$ cat config.mk
export PLATFORM = sky130hd
export DESIGN_NAME = hazard_scoreboard
export DESIGN_NICKNAME = d
export VERILOG_FILES = /design/src/rtl/hazard_scoreboard.sv
export SDC_FILE = /design/constraint.sdc
export NUM_CORES = 1
export LEC_CHECK = 0
export ABC_AREA = 1
export BUFFER_PORTS_ARGS = -buffer_cell sky130_fd_sc_hd__buf_2
export CAP_MARGIN = 20
export CELL_PAD_IN_SITES_DETAIL_PLACEMENT = 0
export CELL_PAD_IN_SITES_GLOBAL_PLACEMENT = 1
export CORE_AREA = 2 2 217 219
export DETAILED_ROUTE_END_ITERATION = 16
export DIE_AREA = 0 0 219 221
export HOLD_SLACK_MARGIN = 0.05
export PLACE_DENSITY_LB_ADDON = 0.15
export SYNTH_ARGS = -nofsm -noshare
export SYNTH_HDL_FRONTEND = slang
export SYNTH_SLANG_ARGS = --single-unit
$ cat constraint.sdc
create_clock -name clk -period 2.7 [get_ports clk]
set_input_delay 0.54 -clock clk [delete_from_list [all_inputs] [get_ports clk]]
set_output_delay 0.54 -clock clk [all_outputs]
set_load 0.01 [all_outputs]
$ cat src/rtl/hazard_scoreboard.sv
// Scoreboard-based hazard and forwarding controller: tracks in-flight destinations,
// raises load-use stalls and registers per-operand forward selections into EX.
module hazard_scoreboard #(
    parameter int REG_BITS   = 5,
    parameter int XLEN       = 32,
    parameter int LANES      = 4,
    parameter int DEPTH      = 3,
    parameter int LOAD_STAGE = 2
) (
    input  logic                                clk,
    input  logic                                rst,
    input  logic                                id_valid,
    input  logic [REG_BITS-1:0]                 id_rs1,
    input  logic [REG_BITS-1:0]                 id_rs2,
    input  logic                                id_rs1_used,
    input  logic                                id_rs2_used,
    input  logic [REG_BITS-1:0]                 id_rd,
    input  logic                                id_wr,
    input  logic                                id_load,
    input  logic                                flush,
    input  logic [(DEPTH-1)*LANES*XLEN-1:0]     stg_data,
    output logic                                stall,
    output logic                                ex_fwd_a,
    output logic                                ex_fwd_b,
    output logic [LANES*XLEN-1:0]               ex_data_a,
    output logic [LANES*XLEN-1:0]               ex_data_b,
    output logic [15:0]                         stall_cycles
);

    localparam int unsigned OPW   = LANES * XLEN;
    localparam int unsigned SEL_W = $clog2(DEPTH);
    localparam int unsigned LS    = LOAD_STAGE;

    typedef struct packed {
        logic             haz;
        logic [SEL_W-1:0] sel;
    } res_t;

    logic [DEPTH-1:0]                ent_valid;
    logic [DEPTH-1:0]                ent_load;
    logic [DEPTH-1:0][REG_BITS-1:0]  ent_rd;
    logic [SEL_W-1:0]                sel_a;
    logic [SEL_W-1:0]                sel_b;
    res_t                            res_a;
    res_t                            res_b;
    logic                            hold;

    // Youngest match wins: the scan stops at the first hit from entry 0 upward.
    // The retiring entry (DEPTH-1) is never searched; the regfile is write-through.
    function automatic res_t resolve(
        input logic [REG_BITS-1:0]               src,
        input logic                              used,
        input logic [DEPTH-1:0]                  v,
        input logic [DEPTH-1:0]                  ld,
        input logic [DEPTH-1:0][REG_BITS-1:0]    rd
    );
        res_t r;
        logic found;
        r     = '0;
        found = 1'b0;
        for (int unsigned j = 0; j < DEPTH - 1; j++) begin
            if (!found && used && v[j] && (rd[j] == src) && (src != '0)) begin
                found = 1'b1;
                r.sel = SEL_W'(j + 1);
                r.haz = ld[j] && ((j + 1) < LS);
            end
        end
        return r;
    endfunction

    function automatic logic [OPW-1:0] pick(
        input logic [SEL_W-1:0]                  sel,
        input logic [(DEPTH-1)*OPW-1:0]          data
    );
        logic [OPW-1:0] d;
        d = '0;
        for (int unsigned k = 1; k < DEPTH; k++) begin
            if (sel == SEL_W'(k)) begin
                d = data[k*OPW-1 -: OPW];
            end
        end
        return d;
    endfunction

    always_comb begin
        res_a = resolve(id_rs1, id_rs1_used, ent_valid, ent_load, ent_rd);
        res_b = resolve(id_rs2, id_rs2_used, ent_valid, ent_load, ent_rd);
        stall = id_valid && !flush && (res_a.haz || res_b.haz);
        hold  = stall || flush;
    end

    always_ff @(posedge clk) begin
        if (!rst) begin
            ent_valid    <= '0;
            ent_load     <= '0;
            ent_rd       <= '0;
            sel_a        <= '0;
            sel_b        <= '0;
            stall_cycles <= '0;
        end else begin
            for (int unsigned k = 1; k < DEPTH; k++) begin
                ent_valid[k] <= ent_valid[k-1];
                ent_load[k]  <= ent_load[k-1];
                ent_rd[k]    <= ent_rd[k-1];
            end
            ent_valid[0] <= id_valid && id_wr && !hold;
            ent_load[0]  <= id_load;
            ent_rd[0]    <= id_rd;
            sel_a        <= hold ? '0 : res_a.sel;
            sel_b        <= hold ? '0 : res_b.sel;
            if (stall && (stall_cycles != 16'hFFFF)) begin
                stall_cycles <= stall_cycles + 16'd1;
            end
        end
    end

    always_comb begin
        ex_fwd_a  = (sel_a != '0);
        ex_fwd_b  = (sel_b != '0);
        ex_data_a = pick(sel_a, stg_data);
        ex_data_b = pick(sel_b, stg_data);
    end

endmodule

==> results of run 1 <==
-- critical path, delay by kind of cell, from the launching register on --
kind                   cells  cell delay, ns
buffers and inverters      3            0.56
AND/OR/NAND/NOR            1            0.42
flip-flops                 1            0.37
AO/OA/AOI/OAI              1            0.13
-- logic make-up (layout without fill, tap and decap cells) --
kind of cell | after synthesis | after routing | share of synthesized area, %
buf+inv | 367 | 883 | 29.62
xor+xnor | 11 | 11 | 2.054
simple gates | 173 | 173 | 16.57
compound gates | 284 | 284 | 37.41
flops | 33 | 33 | 14.09
other cells | 0 | 4 | 0
fa+ha+maj | 1 | 1 | 0.2668
-- metal layers --
layer | share of wire [%] | wire length, µm | track usage, %
met5 | 0.033 | 13 | 0
met4 | 2.6 | 1034 | 3.466
met1 | 43 | 16860 | 19.18
met3 | 7.1 | 2791 | 2.845
met2 | 47 | 18650 | 26.11
-- path summary, 6_finish.rpt --
check,start,to,slack (ns),depth (start not counted)
setup / recovery,sel_b[1],ex_data_b[114],0.31,5
hold / removal,id_rd[2],ent_rd[2],0.45,3
hold reg to reg,ent_valid[0],ent_valid[1],0.48,2
setup reg to reg,stall_cycles[0],stall_cycles[13],0.81,7
-- through the flow --
| stage | power (mW) | hold WS, ns | setup WS [ns] | instances |
|---|---|---|---|---|
| 2_1_floorplan | 0.6846 | 0.4206 | 1.028 | 869 |
| 3_3_place_gp | 0.9638 | 0.4627 | 0.6151 | 1984 |
| 3_5_place_dp | 0.9647 | 0.4558 | 0.6058 | 1984 |
| 4_1_cts | 1.655 | 0.4460 | 0.2978 | 1992 |
| 5_1_grt | 1.730 | 0.4697 | 0.1848 | 1995 |
| 6_report | 1.627 | 0.4493 | 0.3100 | 1996 |
-- area by class of cell --
type                       count  area share (%)
multi-input combinational    469           31.69
antenna                        4          0.1188
sequential                    33           7.841
tap                          607           9.014
clock inverter                 1          0.3564
inverter                     305           13.59
timing repair buffer         570           35.70
clock buffer                   7           1.693
-- layout by cell type (no fill, tap or decap), types with 2 or more instances in the layout --
master     Yosys  layout
buf_4          1       8
clkbuf_16      0       5
nand2_1      101      97
nor3_1         2       2
xnor2_1        6       6
buf_2          0     553
nand3_1       15      15
dfxtp_1       33      33
nand2_4        1       5
nand4_1       18      18
o22ai_1      260     260
o21ai_0        3       3
inv_1        302     302
clkinv_1       2       2
buf_12         0       9
nand3_4        2       2
diode_2        0       4
xor2_1         5       5
nor2_1        29      29
a21oi_1       19      19
-- power by group through the flow --
stage / combinational, mW / clock, mW / sequential, mW
after floorplan: 0.173 / 0 / 0.512
after global placement: 0.446 / 0 / 0.518
after detailed placement: 0.448 / 0 / 0.517
after CTS: 0.451 / 0.698 / 0.506
after global routing: 0.506 / 0.716 / 0.508
final: 0.447 / 0.673 / 0.507
-- registers in the layout, indices dropped and copies added, names as in the netlist --
name	cells
ent_rd	10
stall_cycles	16
sel_b	2
sel_a	2
ent_valid	2
ent_load	1
==> reports/qor.txt, run 1 <==
Status = completed
Placed Area = 8243 µm²
Tot GR Track Use = 15.08%
Arrival time at the worst endpoint = 1.85 ns
Worst Max-Slew Pin Slew = 0.6085 ns
Sequential Area = 660.6 µm²
Post-CTS Repair Setup Buffers = 0
DRC Markers = 0
Layout Skew = 0.004274 ns
DR vias/cell = 4.022
Syn Nets = 1149
Psw = 466.3 µW
Post-Syn Area per Cell = 5.396 µm²
Startpoint Class = flip-flop
Max-slew headroom = 59.43%
Vias = 8027
Clock power share = 41.4%
Initial antenna violation count = 10
Skew-Pair Late Insertion Delay = 0.27 ns
Pre-Repair DR Iteration Count = 5
Largest vdd supply drop = 0.2683 mV
Ports = 554
Comb pwr share = 27.5%
DP HPWL = 32.68 mm
Nets@finish = 1664
Sequential-to-total area share from yosys stat = 14.09%
First-pass GRT wire length = 54.34 mm
HP Class = in -> reg
Int Pwr = 1.161 mW
Share of cells above drive strength 1 = 42.45%
DRT iter0 DRCs = 474
Post-Synthesis Cell Area = 4689 µm²
Worst EP required = 2.16 ns
Final Wtd Congestion = 0.8875
Setup_tns = 0 ns
Crit-path cells = inv_1 > nand2_4 > buf_12 > o22ai_1 > buf_2
Crit. End Element = output pin
Post-synth ARST share = 0%
RSZ-0062 raised after global routing = no
Most common cell in the netlist = inv_1
Sw Share = 28.65%
Die span in y = 221 µm
Sequential Power Share = 31.1%
Starting Density = 10.18%
Port buffer count = 553
Pin count of the biggest net entering global routing = 40
Clock slew at reported path FFs = 0.05 ns
Synth top area cells = o22ai_1, inv_1, dfxtp_1
Die area = 48400 µm²
TritonCTS clock tree = done
Routed len/inst = 19.71 µm
Slowest-stage cell, CP = nand2_4
Post-synth top cells = inv_1, o22ai_1, nand2_1
Library cells used by synthesis = 28
Mapped Cells = 869
Pleak = 5.385 nW
Post-layout util = 18.29%
Dominant synthesized flop cell = dfxtp_1
Post-CTS Hold Buffers = 0
Core Region = 46060 µm²
CP max stage delay = 0.42 ns
GR Overflow Total = 0
CTS Root Buffer Type = clkbuf_16
Peak Freq = 418.4 MHz
Max H-tree Level = 2
DIE WIDTH = 219 µm
Final Hold Fails = 0
Total CTS buffers = 5
Cell Pwr Density = 193.2 nW/µm²
CTS max path bufs = 2
Layout area overhead = 79.67%
Max-slew violation count = 0
Yosys warns = 0
FP Rows = 79
Final setup violation count = 0
Clk sinks = 33
Fin crit period = 2.390 ns
Synth top area share = 34.69%
Area leader, netlist = o22ai_1
Max-cap violations = 0
DRT antenna net count = 0
Multi-input gate area = 2670 µm²
Number of flops mapped to enable cells by yosys = 0
#FFs+latches synth = 33
Final period util = 88.52%
Critical path class = reg -> out
DRT Wirelength = 39.35 mm
Final instance area = 8426 µm²
Max FO, Critical Path = 39
Number of global-route vias before repair = 7763
Post_cts resized = 0
# fillers = 5572
Power figures use the tool's default switching activity.
==> run 2: changes to the inputs <==
Settings changed: ABC_AREA 1 to not set, ABC_CLOCK_PERIOD_IN_PS set to 2700, CORE_AREA 2 2 217 219 to 2 2 216 218, DIE_AREA 0 0 219 221 to 0 0 218 220, PLACE_DENSITY set to 0.49, PLACE_DENSITY_LB_ADDON 0.15 to not set.
==> run 2 against run 1 <==
Flip-flop and latch count unchanged. Core utilization down 0.76 points. Maximum frequency up 5.2%. Clock skew up 0.0029 ns. Register-to-register slack worse by 0.08 ns. Critical endpoint is now stall. Largest power group unchanged. Highest routed layer unchanged.
==> reports/qor.txt, run 2 <==
Post-CTS Hold Buffers = 0 (unchanged)
Skew-Pair Late Insertion Delay = 0.28 ns (about the same)
Post-synth ARST share = 0% (unchanged)
Area leader, netlist = a22o_1
Most used cells in the layout excluding fill and tap cells = buf_2, a22o_1, dfxtp_1
Max H-tree Level = 2 (unchanged)
Placed Area = 7839 µm² (-4.9%)
CTS max path bufs = 2 (unchanged)
Placement Setup Slack = 0.3968 ns (-0.2091 ns)
Layout Skew = 0.007168 ns (+0.002894 ns)
Synth top area cells = a22o_1, dfxtp_1, clkbuf_1
DR vias/cell = 4.106 (+2.1%)
DRT iter0 DRCs = 326 (-31%)
Fin crit period = 2.271 ns (-0.1191 ns)
WP buf/inv = 2 (-1)
Starting Density = 9.445% (-0.74 points)
R2R setup slack = 0.73 ns (-0.08 ns)
Most common cell in the netlist = a22o_1
Placed cell count = 1626 (-18%)
Layout area overhead = 85.62%
Die area = 47960 µm² (-0.91%)
RR Endpoint = stall_cycles[13]
RSZ-0062 raised after global routing = no
Mapped Cells = 515 (-41%)
DRC Markers = 0 (unchanged)
Pleak = 4.209 nW (-22%)
Max FFs per register = 16 (unchanged)
DRT antenna net count = 0 (unchanged)
Worst Max-Slew Pin Slew = 0.4503 ns (-0.1582 ns)
Final instance area = 8040 µm² (-4.6%)
# fillers = 5279 (-5.3%)
Number of global-route vias before repair = 6244 (-20%)
Routed len/inst = 20.58 µm (+4.4%)
Commonest non-fill, non-tap cell in the layout = buf_2
Sequential-to-total area share from yosys stat = 15.25% (+1.2 points)
Critical path class = in -> out
RR Startpoint = ent_rd[4]
WHS Path Cells = 2 (-1)
Non-filler cells, final = 1644 (-18%)
Tot GR Track Use = 12.42% (-2.7 points)
Clock slew at reported path FFs = 0.06 ns (about the same)
DP HPWL = 28.28 mm (-13%)
Library cells used by synthesis = 39 (+39%)
Total CTS buffers = 5 (unchanged)
Syn Nets = 795 (-31%)
Min-delay src = id_rd[3]
Worst EP required = 2.16 ns (about the same)
Pre-Repair DR Iteration Count = 4 (-1)
Most common cell on crit path = buf_2
Worst setup margin = 0.4291 ns (+0.1191 ns)
Post-Syn Area per Cell = 8.411 µm² (+56%)
Final Hold Fails = 0 (unchanged)
Post-layout power = 1.530 mW (-6.0%)
Ports = 554 (unchanged)
GR Overflow Total = 0 (unchanged)
Nets@finish = 1306 (-22%)
HP Class = in -> reg
Largest regs = stall_cycles x16, ent_rd x10
Biggest register = stall_cycles
Synth top area share = 51.76% (+17 points)
Cell Pwr Density = 190.2 nW/µm² (-1.5%)
Peak Freq = 440.4 MHz (+5.2%)
Port buffer count = 553 (unchanged)
Setup_tns = 0 ns (unchanged)
Vias = 6750 (-16%)
Number of flops mapped to enable cells by yosys = 0 (unchanged)
CTS Root Buffer Type = clkbuf_16
Post_cts resized = 0 (unchanged)
Share of cells above drive strength 1 = 58.23% (+16 points)
First-pass GRT wire length = 44.16 mm (-19%)
CP max stage delay = 0.39 ns (-0.03 ns)
Die span in y = 220 µm (-0.45%)
Status = completed
Top delay family on crit path = simple AND/OR/NAND/NOR gates
Post-Synthesis Cell Area = 4332 µm² (-7.6%)
Crit. End Element = output pin
#FFs+latches synth = 33 (unchanged)
Max-cap violations = 0 (unchanged)
Pin count of the biggest net entering global routing = 70 (+75%)
Largest vdd supply drop = 0.2259 mV (-16%)
Dominant synthesized flop cell = dfxtp_1
Post-synth top cells = a22o_1, clkbuf_1, dfxtp_1
FP Rows = 79 (unchanged)
Final Wtd Congestion = 0.7747 (-13%)
Max FO, Critical Path = 3 (-92%)
Max-slew headroom = 69.98% (+11 points)
FF-to-FF path depth = 6 (-1)
Clk sinks = 33 (unchanged)
DIE WIDTH = 218 µm (-0.46%)
Core Region = 45860 µm² (-0.43%)
Final setup violation count = 0 (unchanged)
DRT Wirelength = 33.83 mm (-14%)
TritonCTS clock tree = done
Slowest-stage cell, CP = nor4_2
Max-slew violation count = 0 (unchanged)
Final period util = 84.11% (-4.4 points)
Yosys warns = 0 (unchanged)
Post-CTS Repair Setup Buffers = 0 (unchanged)
Hold EP = ent_rd[3]
Crit-path cells = buf_2 > xor2_1 > nor4_2 > nand4_4 > a21oi_1 > buf_2
Initial antenna violation count = 26 (+16)
Startpoint Class = primary input
Arrival time at the worst endpoint = 1.73 ns (-0.12 ns)
run 2: changes by cell type after synthesis, moves of 12 or more:
cell,delta
nand4_1,-14
o22ai_1,-260
mux2i_1,+15
nand2b_1,+14
inv_1,-300
a21oi_1,-16
and2_1,+12
nor2_1,-18
a22o_1,+256
nand2_1,-72
run 2: worst register-to-register path, stage by stage (launching register included):
cell and delay [ns]:
dfxtp_1 0.35, xor2_1 0.18, nor4_2 0.39, nand4_4 0.14
buf_4 0.24, a2111oi_2 0.37, mux2i_1 0.22
run 2: area by class of cell:
cell class                 count  area [µm²]  area share [%]
multi-input combinational    416        3431           42.67
timing repair buffer         568        2980           37.07
tap                          607       759.5           9.446
sequential                    33       660.6           8.217
clock buffer                   6       138.9           1.727
clock inverter                 2       37.54          0.4669
antenna                       10       25.02          0.3112
inverter                       2       7.507         0.09337
run 2: worst max-delay path by stage:
stage	start	cells after the start	end	slack, ns
2_1_floorplan	id_rs2[4]	4	stall	0.45
3_3_place_gp	id_rs2[4]	6	stall	0.44
3_5_place_dp	id_rs2[4]	6	stall	0.40
4_1_cts	id_rs2[4]	6	stall	0.39
5_1_grt	ent_rd[4]	5	stall	0.31
6_report	id_rs2[4]	6	stall	0.43
run 2: logic make-up (layout without fill, tap and decap cells):
group,Yosys count,after routing,share of synthesized area (%)
AO/OA/AOI/OAI,275,275,56.85
AND/OR/NAND/NOR,105,105,13.86
buffers and inverters,66,578,6.239
flip-flops,33,33,15.25
XOR/XNOR,20,20,4.044
multiplexers,15,15,3.466
adder cells (fa/ha/maj),1,1,0.2888
other,0,10,0
run 2: metrics by stage:
| stage | hold slack [ns] | util (%) |
|---|---|---|
| 6_report | 0.4674 | 17.53 |
| 5_1_grt | 0.4747 | 17.52 |
| 4_1_cts | 0.4621 | 17.48 |
| 3_5_place_dp | 0.4541 | 17.09 |
| 3_3_place_gp | 0.4447 | 17.09 |
| 2_1_floorplan | 0.4290 | - |
run 2: metal layers:
| layer | routed length, µm | track usage (%) |
|---|---|---|
| met1 | 12760 | 14.20 |
| met2 | 16270 | 20.28 |
| met3 | 4137 | 5.797 |
| met4 | 532 | 4.308 |
| met5 | 126 | 0 |
run 2: report_power, final:
part	switching, mW	leakage (nW)	internal [mW]	total, mW
Combinational	0.169	3.86	0.176	0.345
Sequential	0.0103	0.268	0.496	0.506
Clock	0.218	0.0831	0.460	0.679
==> run 3: changes to the inputs <==
Settings changed: ABC_CLOCK_PERIOD_IN_PS 2700 to 2300, CORE_AREA 2 2 216 218 to 2 2 213 215, DIE_AREA 0 0 218 220 to 0 0 215 217, PLACE_DENSITY 0.49 to 0.5.
Clock period 2.7 ns to 2.3 ns, I/O delays scaled along.
==> run 3 against run 2 <==
Worst setup slack got worse by 0.36 ns. Core utilization increased by 0.54 points. Routed wire length is 6.3% lower. Largest cell class unchanged. Clock power up 6.2%. Clock skew fell by 0.00073 ns. Combinational power rose by 17%. Non-clock buffer count up 6. Critical path depth down 2. Flip-flop and latch count unchanged. Die area decreased by 2.7%. Highest routed layer unchanged. Cell count down 0.24%.
==> reports/qor.txt, run 3 (synthesized netlist as in run 2, its figures left out) <==
CTS max path bufs = 2 (unchanged)
Slowest-stage cell, CP = dfxtp_1
Non-filler cells, final = 1640 (-0.24%)
Initial antenna violation count = 23 (-12%)
Max-cap violations = 0 (unchanged)
DIE WIDTH = 215 µm (-1.4%)
Worst EP required = 1.84 ns (-0.32 ns)
DRT iter0 DRCs = 387 (+19%)
Commonest non-fill, non-tap cell in the layout = buf_2
Max FFs per register = 16 (unchanged)
Total CTS buffers = 5 (unchanged)
Clock slew at reported path FFs = 0.06 ns (about the same)
Starting Density = 9.691% (+0.25 points)
Most used cells in the layout excluding fill and tap cells = buf_2, a22o_1, dfxtp_1
Peak Freq = 448.6 MHz
Layout Skew = 0.006437 ns (-0.0007314 ns)
Clk sinks = 33 (unchanged)
Post-CTS Hold Buffers = 0 (unchanged)
Pre-Repair DR Iteration Count = 5 (+1)
Largest regs = stall_cycles x16, ent_rd x10
Final instance area = 8075 µm² (+0.44%)
Pin count of the biggest net entering global routing = 74 (+5.7%)
DRC Markers = 0 (unchanged)
DR vias/cell = 4.195 (+2.2%)
Vias = 6880 (+1.9%)
Final setup violation count = 0 (unchanged)
Arrival time at the worst endpoint = 1.77 ns (+0.04 ns)
Max H-tree Level = 2 (unchanged)
Layout area overhead = 86.42%
Placed Area = 7900 µm² (+0.78%)
Startpoint Class = flip-flop
Die area = 46660 µm² (-2.7%)
Tot GR Track Use = 12.22% (-0.20 points)
Max FO, Critical Path = 70 (+67)
Port buffer count = 553 (unchanged)
Largest vdd supply drop = 0.2295 mV (+1.6%)
Ports = 554 (unchanged)
Placed cell count = 1625 (-0.062%)
Cell Pwr Density = 212.7 nW/µm² (+12%)
Share of cells above drive strength 1 = 58.47% (+0.24 points)
Status = completed
Skew-Pair Late Insertion Delay = 0.28 ns (about the same)
Die span in y = 217 µm (-1.4%)
Final Hold Fails = 0 (unchanged)
TritonCTS clock tree = done
Final period util = 96.91%
Routed len/inst = 19.32 µm (-6.1%)
Max-slew headroom = 70.96% (+0.99 points)
RSZ-0062 raised after global routing = no
Setup_tns = 0 ns (unchanged)
Critical path class = reg -> out
DP HPWL = 26.14 mm (-7.6%)
GR Overflow Total = 0 (unchanged)
First-pass GRT wire length = 43.63 mm (-1.2%)
CTS Root Buffer Type = clkbuf_16
Post-CTS Repair Setup Buffers = 0 (unchanged)
Number of global-route vias before repair = 6373 (+2.1%)
Post-layout power = 1.718 mW (+12%)
Max-slew violation count = 0 (unchanged)
Crit. End Element = output pin
Fin crit period = 2.229 ns
DRT Wirelength = 31.69 mm (-6.3%)
Final Wtd Congestion = 0.8172 (+5.5%)
Worst Max-Slew Pin Slew = 0.4355 ns (-0.01478 ns)
Post-layout util = 18.07% (+0.54 points)
CP max stage delay = 0.40 ns (about the same)
Post_cts resized = 0 (unchanged)
# fillers = 5147 (-2.5%)
HP Class = in -> reg
Nets@finish = 1312 (+0.46%)
Biggest register = stall_cycles
Sequential Area = 660.6 µm² (unchanged)
Multi-input gate area = 3431 µm² (unchanged)
Pleak = 4.247 nW (+0.89%)
DRT antenna net count = 0 (unchanged)
Core Region = 44700 µm² (-2.5%)
FP Rows = 78 (-1.3%)
Crit-path cells = nor2b_4 > buf_12 > a22o_1 > buf_2
[run 3: per-stage QoR]
step / setup slack, ns / hold slack (ns)
floorplan: 0.2072 / 0.4290
global placement: 0.1434 / 0.4518
detailed placement: 0.1496 / 0.4436
CTS: 0.1173 / 0.3785
global route: 0.04028 / 0.4012
finish: 0.07106 / 0.3835
[run 3: routing by layer]
layer,vias to the layer above,track usage [%],routed length [µm]
met2,385,21.27,15220
met3,54,4.403,3124
met4,20,4.000,970
li1,3145,-,-
met1,3276,13.87,12240
met5,-,0,138
[run 3: path summary, 6_finish.rpt]
path / start / cells past startpoint / end / slack, ns
worst max-delay path: sel_a[0] / 4 / ex_data_a[40] / 0.07
worst min-delay path: id_load / 2 / ent_load[0] / 0.38
worst max register to register: ent_rd[4] / 6 / stall_cycles[3] / 0.37
worst min register to register: ent_valid[1] / 2 / sel_a[1] / 0.45
[run 3: area by class of cell]
cell class / instances / share of cell area [%]
Antenna cell: 7 / 0.2169
Sequential cell: 33 / 8.181
Multi-Input combinational cell: 416 / 42.49
Clock buffer: 7 / 1.890
Tap cell: 600 / 9.297
Inverter: 2 / 0.09297
Clock inverter: 1 / 0.06198
Timing Repair Buffer: 574 / 37.78
[run 3: power by group]
| part | leakage (nW) | switching (mW) | internal [mW] |
|---|---|---|---|
| registers | 0.268 | 0.0112 | 0.582 |
| clock network | 0.0799 | 0.262 | 0.459 |
| logic | 3.90 | 0.196 | 0.207 |
| total | 4.25 | 0.470 | 1.25 |
[run 3: worst max-delay path, delay by kind of cell, from the launching register on]
| kind | cells | cell delay (ns) |
|---|---|---|
| buffers and inverters | 2 | 0.43 |
| flip-flops | 1 | 0.40 |
| AO/OA/AOI/OAI | 1 | 0.30 |
| AND/OR/NAND/NOR | 1 | 0.23 |
